===== src/rtl/step_motor_pkg.sv =====
// rtl/step_motor_pkg.sv - shared stepper types: sequencer states, coil-off pattern, half-step phase table.
package step_motor_pkg;

   typedef enum logic [2:0] {
      ST_IDLE,
      ST_WAIT_CLR,
      ST_ARM,
      ST_WAIT_END,
      ST_ADVANCE,
      ST_DONE
   } state_e;

   localparam logic [3:0] COIL_OFF = 4'b0000;

   // Element i is the {A,B,A_n,B_n} drive for phase index i; odd entries energize two coils.
   localparam logic [7:0][3:0] PHASE_TABLE = {
      4'b1001, 4'b0001, 4'b0011, 4'b0010,
      4'b0110, 4'b0100, 4'b1100, 4'b1000
   };

endpackage


===== src/rtl/step_sequencer_if.sv =====
// rtl/step_sequencer_if.sv - move command / status bundle between motor command logic and the sequencer.
interface step_sequencer_if #(
   parameter int STEP_W = 16,
   parameter int POS_W  = 24
);
   logic              go;
   logic [STEP_W-1:0] steps;
   logic              dir;
   logic              half_mode;
   logic              stop;
   logic              busy;
   logic              done;
   logic [STEP_W-1:0] steps_left;
   logic [POS_W-1:0]  position;

   modport master (
      output go, steps, dir, half_mode, stop,
      input  busy, done, steps_left, position
   );

   modport slave (
      input  go, steps, dir, half_mode, stop,
      output busy, done, steps_left, position
   );
endinterface


===== src/rtl/step_phase_lut.sv =====
// rtl/step_phase_lut.sv - combinational phase index to coil pattern lookup.
module step_phase_lut
   import step_motor_pkg::*;
(
   input  logic [2:0] idx,
   output logic [3:0] coils
);
   always_comb begin
      coils = PHASE_TABLE[idx];
   end
endmodule


===== src/rtl/step_sequencer.sv =====
// rtl/step_sequencer.sv - move sequencer: one start_count/end_count dwell per step, then advance coil phase.
module step_sequencer
   import step_motor_pkg::*;
#(
   parameter int STEP_W = 16,
   parameter int POS_W  = 24
)(
   input  logic             clk,
   input  logic             reset,
   step_sequencer_if.slave  cmd,
   output logic             start_count,
   input  logic             end_count,
   output logic [3:0]       coils
);
   state_e            state_q, state_d;
   logic [2:0]        idx_q, idx_d, lut_idx;
   logic [3:0]        coils_q, coils_d, lut_coils;
   logic [STEP_W-1:0] steps_left_q, steps_left_d;
   logic [POS_W-1:0]  position_q, position_d;
   logic              dir_q, dir_d, half_q, half_d;
   logic              stop_pend_q, stop_pend_d;
   logic              start_q, start_d, busy_q, busy_d, done_q, done_d;
   logic              stop_now;

   // Full stepping moves two table slots from an odd index; from an even index it first aligns by one.
   always_comb begin
      lut_idx = idx_q;
      if (state_q == ST_ADVANCE) begin
         if (half_q || !idx_q[0]) lut_idx = dir_q ? idx_q + 3'd1 : idx_q - 3'd1;
         else                     lut_idx = dir_q ? idx_q + 3'd2 : idx_q - 3'd2;
      end
   end

   step_phase_lut u_lut (
      .idx   (lut_idx),
      .coils (lut_coils)
   );

   always_comb begin
      state_d      = state_q;
      idx_d        = idx_q;
      coils_d      = coils_q;
      steps_left_d = steps_left_q;
      position_d   = position_q;
      dir_d        = dir_q;
      half_d       = half_q;
      stop_now     = stop_pend_q | (busy_q & cmd.stop);
      stop_pend_d  = stop_now;

      case (state_q)
         ST_IDLE: begin
            if (cmd.go && !cmd.stop) begin
               dir_d        = cmd.dir;
               half_d       = cmd.half_mode;
               steps_left_d = cmd.steps;
               coils_d      = lut_coils;
               state_d      = (cmd.steps == '0) ? ST_DONE : ST_WAIT_CLR;
            end
         end
         ST_WAIT_CLR: begin
            if (stop_now)        state_d = ST_DONE;
            else if (!end_count) state_d = ST_ARM;
         end
         ST_ARM: state_d = ST_WAIT_END;
         ST_WAIT_END: begin
            if (end_count) state_d = ST_ADVANCE;
         end
         ST_ADVANCE: begin
            idx_d        = lut_idx;
            coils_d      = lut_coils;
            position_d   = dir_q ? position_q + POS_W'(1) : position_q - POS_W'(1);
            steps_left_d = steps_left_q - STEP_W'(1);
            state_d      = (steps_left_d == '0 || stop_now) ? ST_DONE : ST_WAIT_CLR;
         end
         ST_DONE: begin
            stop_pend_d = 1'b0;
            state_d     = ST_IDLE;
         end
         default: state_d = ST_IDLE;
      endcase

      start_d = (state_d == ST_ARM);
      busy_d  = (state_d != ST_IDLE);
      done_d  = (state_d == ST_DONE);
   end

   always_ff @(posedge clk) begin
      if (reset) begin
         state_q      <= ST_IDLE;
         idx_q        <= 3'd0;
         coils_q      <= COIL_OFF;
         steps_left_q <= '0;
         position_q   <= '0;
         dir_q        <= 1'b0;
         half_q       <= 1'b0;
         stop_pend_q  <= 1'b0;
         start_q      <= 1'b0;
         busy_q       <= 1'b0;
         done_q       <= 1'b0;
      end else begin
         state_q      <= state_d;
         idx_q        <= idx_d;
         coils_q      <= coils_d;
         steps_left_q <= steps_left_d;
         position_q   <= position_d;
         dir_q        <= dir_d;
         half_q       <= half_d;
         stop_pend_q  <= stop_pend_d;
         start_q      <= start_d;
         busy_q       <= busy_d;
         done_q       <= done_d;
      end
   end

   assign start_count    = start_q;
   assign coils          = coils_q;
   assign cmd.busy       = busy_q;
   assign cmd.done       = done_q;
   assign cmd.steps_left = steps_left_q;
   assign cmd.position   = position_q;
endmodule

===== src/flat_wrapper.sv =====
// flat-port wrapper written by rule: the top's interface ports become plain ports
module step_sequencer_flat import step_motor_pkg::*;
#(
   parameter int STEP_W = 16,
   parameter int POS_W  = 24
)
  (clk, reset, start_count, end_count, coils, cmd_go, cmd_steps, cmd_dir, cmd_half_mode, cmd_stop, cmd_busy, cmd_done, cmd_steps_left, cmd_position);
  step_sequencer_if #(.STEP_W(STEP_W), .POS_W(POS_W)) cmd_i ();
  input  logic clk;
  input  logic reset;
  output logic start_count;
  input  logic end_count;
  output logic [3:0] coils;
  input wire logic [$bits(cmd_i.go)-1:0] cmd_go;
  input wire logic [$bits(cmd_i.steps)-1:0] cmd_steps;
  input wire logic [$bits(cmd_i.dir)-1:0] cmd_dir;
  input wire logic [$bits(cmd_i.half_mode)-1:0] cmd_half_mode;
  input wire logic [$bits(cmd_i.stop)-1:0] cmd_stop;
  output wire logic [$bits(cmd_i.busy)-1:0] cmd_busy;
  output wire logic [$bits(cmd_i.done)-1:0] cmd_done;
  output wire logic [$bits(cmd_i.steps_left)-1:0] cmd_steps_left;
  output wire logic [$bits(cmd_i.position)-1:0] cmd_position;
  assign cmd_i.go = cmd_go;
  assign cmd_i.steps = cmd_steps;
  assign cmd_i.dir = cmd_dir;
  assign cmd_i.half_mode = cmd_half_mode;
  assign cmd_i.stop = cmd_stop;
  assign cmd_busy = cmd_i.busy;
  assign cmd_done = cmd_i.done;
  assign cmd_steps_left = cmd_i.steps_left;
  assign cmd_position = cmd_i.position;
  step_sequencer #(.STEP_W(STEP_W), .POS_W(POS_W)) u_core (.clk(clk), .reset(reset), .cmd(cmd_i), .start_count(start_count), .end_count(end_count), .coils(coils));
endmodule

===== config.mk =====
export PLATFORM = sky130hd
export DESIGN_NAME = step_sequencer_flat
export DESIGN_NICKNAME = d
export VERILOG_FILES = /design/src/rtl/step_motor_pkg.sv /design/src/rtl/step_sequencer_if.sv /design/src/rtl/step_phase_lut.sv /design/src/rtl/step_sequencer.sv /design/src/flat_wrapper.sv
export SDC_FILE = /design/constraint.sdc
export NUM_CORES = 1
export LEC_CHECK = 0
export BUFFER_PORTS_ARGS = -buffer_cell sky130_fd_sc_hd__clkbuf_2
export CAP_MARGIN = 10
export CORE_MARGIN = 3
export CORE_UTILIZATION = 61
export DETAILED_ROUTE_END_ITERATION = 8
export PLACE_DENSITY = 0.92
export SLEW_MARGIN = 20
export SYNTH_ARGS = -nofsm -noshare
export SYNTH_HDL_FRONTEND = slang
export SYNTH_SLANG_ARGS = --single-unit
export TNS_END_PERCENT = 30

===== constraint.sdc =====
create_clock -name clk -period 6.1 [get_ports clk]
set_clock_uncertainty 0.1 [all_clocks]
set_input_delay 0.305 -clock clk [delete_from_list [all_inputs] [get_ports clk]]
set_output_delay 0.305 -clock clk [all_outputs]
set_load 0.005 [all_outputs]

Word-level counts from Yosys, hierarchy flattened --
Memories as Yosys holds them, arrays and structs flattened. Index checks and enable logic that the tools add are counted.
Word-level totals: bits in read-only memories 32, latch bits 0, bits in registers 56, memories 1, RAM bits 0
Cells by class: mux-type cells 17, div/mod/pow operators 0, reduce and logical (&&, ||, !) cells 13, eq/ne operators 8, magnitude comparators 1, $add $sub $neg 7, multipliers 0, shifts and indexed selects 0, bitwise logic cells 2
Memories:
- (name not given) | words 8, width 4, read ports 1, clocked after memory_dff 0, write ports 0, line step_phase_lut.sv:9 | coils = PHASE_TABLE[idx];
Operators by type and width (count):
- $logic_not A16 Y1 | 2
- $pmux W16 S2 | 1
- $mux W3 | 10
- $add A24 B1 Y24 const B | 1
- $mux W24 | 1
- $sub A24 B1 Y24 const B | 1
- $mux W16 | 1
- $sub A16 B1 Y16 const B | 1
- $pmux W3 S5 | 1
- $eq A3 B2 Y1 const B | 3
- $eq A3 B3 Y1 const B | 3
- $mux W4 | 2
- $pmux W4 S2 | 1
- $lt A3 B4 Y1 const B | 1
- $reduce_and A2 Y1 | 2
- $add A3 B1 Y3 const B | 1
- $add A3 B2 Y3 const B | 1
- $eq A3 B1 Y1 const B | 1
- $logic_not A3 Y1 | 1
- $reduce_bool A3 Y1 | 1
- $sub A3 B1 Y3 const B | 1
- $sub A3 B2 Y3 const B | 1
- $logic_not A1 Y1 | 2
- $logic_or A1 B1 Y1 | 2
- other kinds (6) | 6

Longest topological paths before layout --
Gate-level depths: netlist (run 1).
depth after elaboration 8, mapped depth 11

Cells and area by module --
Synthesis (run 1) repeated with hierarchy kept, for this count alone.
Unflattened totals: cell total of the unflattened synthesis 496, area, all modules 3854.9 sq um
Modules (own cells, without submodules):
- step_sequencer | cells each 489, instances 1, area each 3817.4 sq um
- step_phase_lut | cells each 7, instances 1, area each 37.5 sq um

Least setup slack after synthesis (run 1) --
Ideal clock, no wire load.
path type flip-flop to flip-flop, start point register u_core.dir_q, end point register u_core.position_q[23], in the netlist u_core.cmd.position[23], required time 5.886 ns, arrival 2.871 ns, slack 3.015 ns, period minus slack after synthesis 3.085 ns, buffers on the path 0, stages on the path, launching flop included 12, library setup time 0.114 ns, cell sequence dfxtp_1 -> inv_1 -> ha_1 -> a21o_1 -> a21o_1 -> a2111oi_4 -> o21ai_2 -> a2111oi_4 -> o31ai_2 -> mux2i_1 -> xor2_1 -> nor2_1
On the way: cells in the longest elaborated chain, start to end 1
RTL lines:
- start: declaration | line step_sequencer.sv:20 | logic dir_q, dir_d, half_q, half_d;
- start signal: assignment | line step_sequencer.sv:106 | dir_q <= dir_d;
- $mux W24 | line step_sequencer.sv:71 | position_d = dir_q ? position_q + POS_W'(1) : position_q - POS_W'(1);
- end signal: assignment | line step_sequencer.sv:105 | position_q <= position_d;
- end: declaration | line step_sequencer.sv:19 | logic [POS_W-1:0] position_q, position_d;
No other way between the ends. A chain may end at the register's enable or synchronous reset.

Worst setup path after layout (run 1) --
start point register u_core.dir_q, end point register u_core.position_q[20], in the netlist u_core.cmd.position[20]
The elaborated chain is that of the path after synthesis.

==> results of run 1 <==
Yosys cell counts, drive strengths merged (3+ instances only):
cell,instances
mux2i,4
nand2b,6
buf,5
a222oi,6
a21oi,56
nand3,8
nor3,17
nand2,52
nor4,8
a21o,9
dfxtp,56
and3,5
clkbuf,19
ha,24
or2,3
xor2,5
xnor2,19
nand4,5
o21ai,25
nor2b,6
inv,11
a211oi,13
nor2,57
o21a,3
o31ai,5
a31oi,7
per-layer routing:
| metal | part of all wire (%) | track usage (%) | routed length (µm) |
|---|---|---|---|
| met5 | 0 | 0 | 0 |
| met4 | 2.2 | 9.78 | 208 |
| met3 | 7.0 | 3.73 | 651 |
| met2 | 48 | 42.9 | 4500 |
| met1 | 43 | 32.2 | 4010 |
cell type report:
cell class | instances | share of cell area (%)
well taps | 72 | 2.15
clock inverters | 2 | 0.836
repair buffers | 71 | 8.60
flip-flops and latches | 56 | 26.8
multi-input cells | 377 | 58.9
inverters | 11 | 0.985
clock buffers | 6 | 1.73
registers in the layout, summed over array words and instances, names as in the netlist:
signal / flops
u_core.cmd.busy: 1
u_core.cmd.done: 1
u_core.cmd.position: 24
u_core.cmd.steps_left: 16
u_core.coils: 4
u_core.dir_q: 1
u_core.half_q: 1
u_core.idx_q: 3
u_core.start_count: 1
u_core.state_q: 3
u_core.stop_pend_q: 1
where the power goes:
part           total, W  leakage, nW  switching, W  internal [W]
sequential     0.000483        0.455     0.0000675      0.000415
clock          0.000245       0.0552      0.000123      0.000122
combinational  0.000801         1.25      0.000450      0.000351
cell families after synthesis:
family | after synthesis
simple gates | 175
compound gates | 148
flops | 56
buf+inv | 35
fa+ha+maj | 26
xor+xnor | 24
mux | 4
metrics by stage:
step	power [W]	utilization, %	instance area (µm²)	worst slack, ns
after global placement	0.00124	71.5	4080	2.71
final	0.00153	73.4	4190	2.57
after floorplan	0.00110	-	3740	3.01
after global routing	0.00163	73.4	4190	2.28
after CTS	0.00152	73.4	4190	2.59
after detailed placement	0.00127	71.5	4080	2.62
worst max-delay path: cells and delay by family (launching register included):
kind                       cells  cell delay [ns]
AOI/OAI and AO/OA              7             1.53
xor gates and xnor gates       1             0.08
adders and majority gates      1             0.44
buffers and inverters          1             0.66
DFF                            1             0.36
and+or+nand+nor                1             0.26
final timing paths:
kind / start / to / slack (ns) / cells after the start
max: u_core.dir_q / u_core.cmd.position[20] / 2.57 / 11
max reg2reg: u_core.dir_q / u_core.cmd.position[20] / 2.57 / 11
min: cmd_half_mode / u_core.half_q / 0.11 / 3
min reg2reg: u_core.half_q / u_core.half_q / 0.38 / 2
==> flow_summary.ini, run 1 <==
[clock_tree]
cts_buffers = 5
post_cts_buffers = 0
path_clk_slew_ns = 0.10
post_cts_resized = 0
htree_num_levels = 2
cts_hold_buf = 0
clock_sinks = 56
insertion_delay_ns = 0.31
clock_path_buffers = 2
cts_tree = yes
root_buffer = clkbuf_8

[timing]
slew_violations = 0
slew_headroom_pct = 27.3
rsz0062_at_grt = no
layout_min_cycle_time_ns = 3.53
period_share_pct = 57.8
hold_viol_final = 0
finalSetupTns_ns = 0
finalSetupViolCount = 0
worstMarginPinSlew_ns = 1.09
maxClockFrequency_ghz = 0.284
fin_hold_ws_ns = 0.110

[routing]
drt_iter0_markers = 294
first_pass_iters = 5
drc = 0
wl_per_cell_um = 15.7
viasPerCell = 6.25
antenna_left = 0
vias = 3717
wl_um = 9360

[synthesis]
yosys.area_share.xor_xnor_pct = 5.61
synth-simple-area-share_pct = 22.7
syn-cell-area_um2 = 3740
synth-edff-count = 0
synthArstFlopShare_pct = 0
synthMuxAreaShare_pct = 1.07
avgSynthCellArea_um2 = 8.00
yosysWarnings = 0
synth_nets = 517
ys_ff_latch = 56
syn_inst = 468
synth_compound_area_share_pct = 27.5
ys_seq_area_share_pct = 29.9
synthFlopType = dfxtp_1
synthDistinctLibCells = 67
synth_area_leaders = dfxtp_1 (30%), ha_1 (8.0%), a21oi_1 (7.4%)
yosys.area.top_type = dfxtp_1
synth_top_family_by_area = compound AO/OA/AOI/OAI gates
synth_top_area_share_pct = 29.9
synth_fa_ha_area_share_pct = 9.09

[pwr]
power_density_nw_per_um2 = 365
p_leak_nw = 1.76
peakVddDrop_uv = 196

[job]
maxCapViolCount = 0

[placed_design]
dp_cells = 587
dp_hpwl_um = 6710
gp_congestion = 0.902
numPortBuffers = 69

[critical_path]
cp-start-kind = flip-flop
cp.required_ns = 6.21
slowest_stage = inv_1
path_max_fanout = 25
arrival_ns = 3.63
critPathMaxStageDelay_ns = 0.66
cp_cell_sequence = inv_1 -> ha_1 -> a21oi_1 -> o21ai_0 -> or2_1 -> o311ai_2 -> a21oi_2 -> a211oi_2 -> o2bb2ai_1 -> xnor2_1 -> a22o_1
crit_type = flip-flop to flip-flop
end_kind = flip-flop

[global_route]
track_usage_pct = 25.2
antenna_found_initial = 0
grt_overflow = 0
grt_pass1_vias = 3395
grt_pass1_wl_um = 15200
grt_max_degree = 54

[die]
core_um2 = 5710
fp.dieW_um = 84.4
io_pins = 70
row_count = 27
die-area_um2 = 7110
die_h_um = 84.4
initial_core_util_pct = 65.6

[layout]
multi_input_area_um2 = 2470
seq_area_um2 = 1120
antennaDiodeCount = 0
fillers = 443
area_growth_syn_to_layout_pct = 11.9
stdcell_count = 595
final_common_cell = clkbuf_2
drive_gt1_share_pct = 18.4
finalNetCount = 571
final_cell_mix = clkbuf_2 (69), nor2_1 (56), dfxtp_1 (56), a21oi_1 (55), nand2_1 (52)

[status]
status = completed

[worst_hold_path]
hp-class = primary input to flip-flop
No activity file was read; power rests on OpenSTA's default activity.
==> run 2: changes to the inputs <==
--- a/config.mk
+++ b/config.mk
@@ -8,9 +8,9 @@
 export BUFFER_PORTS_ARGS = -buffer_cell sky130_fd_sc_hd__clkbuf_2
 export CAP_MARGIN = 10
 export CORE_MARGIN = 3
-export CORE_UTILIZATION = 61
+export CORE_UTILIZATION = 56
 export DETAILED_ROUTE_END_ITERATION = 8
-export PLACE_DENSITY = 0.92
+export PLACE_DENSITY = 0.85
 export SLEW_MARGIN = 20
 export SYNTH_ARGS = -nofsm -noshare
 export SYNTH_HDL_FRONTEND = slang
==> constraint.sdc (replaced) <==
create_clock -name clk -period 3.25 [get_ports clk]
set_clock_uncertainty 0.1 [all_clocks]
set_input_delay 0.1625 -clock clk [delete_from_list [all_inputs] [get_ports clk]]
set_output_delay 0.1625 -clock clk [all_outputs]
set_load 0.005 [all_outputs]
==> flow_summary.ini, run 2 (same netlist as run 1, synthesis figures left out) <==
[status]
status = completed

[routing]
drc = 0
antenna_left = 0
wl_um = 9910
viasPerCell = 6.19
vias = 3761
drt_iter0_markers = 233
first_pass_iters = 8
wl_per_cell_um = 16.3

[critical_path]
arrival_ns = 3.18
cp-start-kind = flip-flop
end_kind = flip-flop
cp_cell_sequence = inv_1 -> ha_1 -> a211oi_1 -> o31ai_2 -> o2111ai_2 -> a31oi_4 -> a2111oi_4 -> o31ai_2 -> mux2i_1 -> xor2_1 -> nor2_1
r2r_cells = 11
cp.required_ns = 3.33
cp_num_buf_inv = 1
crit-reg2reg-launch = u_core.dir_q
cp_common_cell = o31ai_2
rrSetupSlack_ns = 0.15
slowest_stage = a211oi_1
crit_family = compound AO/OA/AOI/OAI gates
critPathMaxStageDelay_ns = 0.39
r2r-end = u_core.cmd.position[23]
path_max_fanout = 9
crit_type = flip-flop to flip-flop

[layout]
finalNetCount = 579
final_cell_mix = clkbuf_2 (69), nor2_1 (56), dfxtp_1 (56), a21oi_1 (55), nand2_1 (52)
drive_gt1_share_pct = 19.0
area_growth_syn_to_layout_pct = 13.9
utilization_pct = 66.4
multi_input_area_um2 = 2470
largest_reg_flops = 24
seq_area_um2 = 1120
final_common_cell = clkbuf_2
antennaDiodeCount = 0
fillers = 566
final_area_um2 = 4260

[placed_design]
pre_cts_ws_ns = 0.255
gp_congestion = 0.904
dp_hpwl_um = 7300
placed_cell_area_um2 = 4130
numPortBuffers = 69

[die]
die_h_um = 87.8
initial_core_util_pct = 58.3
die-area_um2 = 7700
row_count = 29
fp.dieW_um = 87.8
io_pins = 70
core_um2 = 6420

[pwr]
pwr-share-clk_pct = 15.9
pwr-share-seq_pct = 31.4
p_sw_share_pct = 41.7
peakVddDrop_uv = 372
comb_power_share_pct = 52.7
power_density_nw_per_um2 = 676
p_int_w = 0.00168
net-switching-power_w = 0.00120
p_leak_nw = 1.79
p_total_w = 0.00288

[worst_hold_path]
hp-start = cmd_steps[14]
hp-class = primary input to flip-flop
holdPathEnd = u_core.cmd.steps_left[14]
holdPathStages = 3

[timing]
slew_headroom_pct = 58.0
layout_min_cycle_time_ns = 3.10
period_share_pct = 95.4
finalSetupTns_ns = 0
worstMarginPinSlew_ns = 0.629
hold_viol_final = 0
finalSetupViolCount = 0
fin_ws_ns = 0.150
slew_violations = 0
maxClockFrequency_ghz = 0.323
rsz0062_at_grt = no

[clock_tree]
post_cts_buffers = 0
path_clk_slew_ns = 0.10
clock_sinks = 56
insertion_delay_ns = 0.31
root_buffer = clkbuf_8
htree_num_levels = 2
post_cts_resized = 0
cts_buffers = 5
cts_tree = yes
clock_path_buffers = 2

[global_route]
grt_pass1_vias = 3553
track_usage_pct = 26.2
antenna_found_initial = 0
grt_pass1_wl_um = 16500
grt_max_degree = 43
grt_overflow = 0

[job]
maxCapViolCount = 0
-- run 2: cell types whose count changed in the layout (fill, tap and decap cells not counted), sizes merged --
cell         change
buf              +5
dlygate4sd3      +3
-- run 2: how the worst max path moves through the flow --
stage,start,end,slack (ns),cells after the start
after global routing,u_core.dir_q,u_core.cmd.position[23],0.03,11
after floorplan,u_core.dir_q,u_core.cmd.position[23],0.16,11
after global placement,u_core.dir_q,u_core.cmd.position[23],0.37,11
after detailed placement,u_core.dir_q,u_core.cmd.position[23],0.26,12
after CTS,u_core.dir_q,u_core.cmd.position[23],0.19,11
final,u_core.dir_q,u_core.cmd.position[23],0.15,11
-- run 2: area by class of cell --
class	instances	area share, %
multi-input cells	377	57.9
flip-flops and latches	56	26.3
repair buffers	79	10.0
well taps	77	2.26
clock buffers	6	1.70
inverters	11	0.968
clock inverters	2	0.822
-- run 2: what timing repair did --
action / in CTS / in global routing
endpoints found under the hold margin: 3 / 0
hold buffers: 3 / 0
endpoints found under the setup margin: 0 / 0
-- run 2: per-stage QoR --
| stage | instances | hold slack (ns) |
|---|---|---|
| floorplan | 468 | 0.198 |
| global placement | 597 | 0.306 |
| detailed placement | 597 | 0.311 |
| CTS | 608 | 0.00435 |
| global route | 608 | 0.00860 |
| finish | 608 | 0.00916 |
-- run 2: worst register-to-register path: cells and delay by family (launching register included) --
kind	cells	cell delay (ns)
muxes	1	0.22
AOI/OAI and AO/OA	6	1.51
xor gates and xnor gates	1	0.19
adders and majority gates	1	0.32
and+or+nand+nor	1	0.06
DFF	1	0.32
buffers and inverters	1	0.25
-- run 2: metal layers --
| metal | vias up | global-route usage [%] | part of all wire (%) |
|---|---|---|---|
| met1 | 1758 | 31.9 | 42 |
| met4 | 0 | 7.25 | 1.5 |
| met5 | - | 0 | 0 |
| li1 | 1838 | - | - |
| met2 | 148 | 47.8 | 50 |
| met3 | 17 | 3.86 | 6.6 |
-- run 2: power by group through the flow --
stage,clock [W],combinational (W),sequential [W]
after floorplan,0,0.00119,0.000881
after global placement,0,0.00144,0.000915
after detailed placement,0,0.00148,0.000919
after CTS,0.000465,0.00151,0.000903
after global routing,0.000490,0.00169,0.000921
final,0.000457,0.00152,0.000906
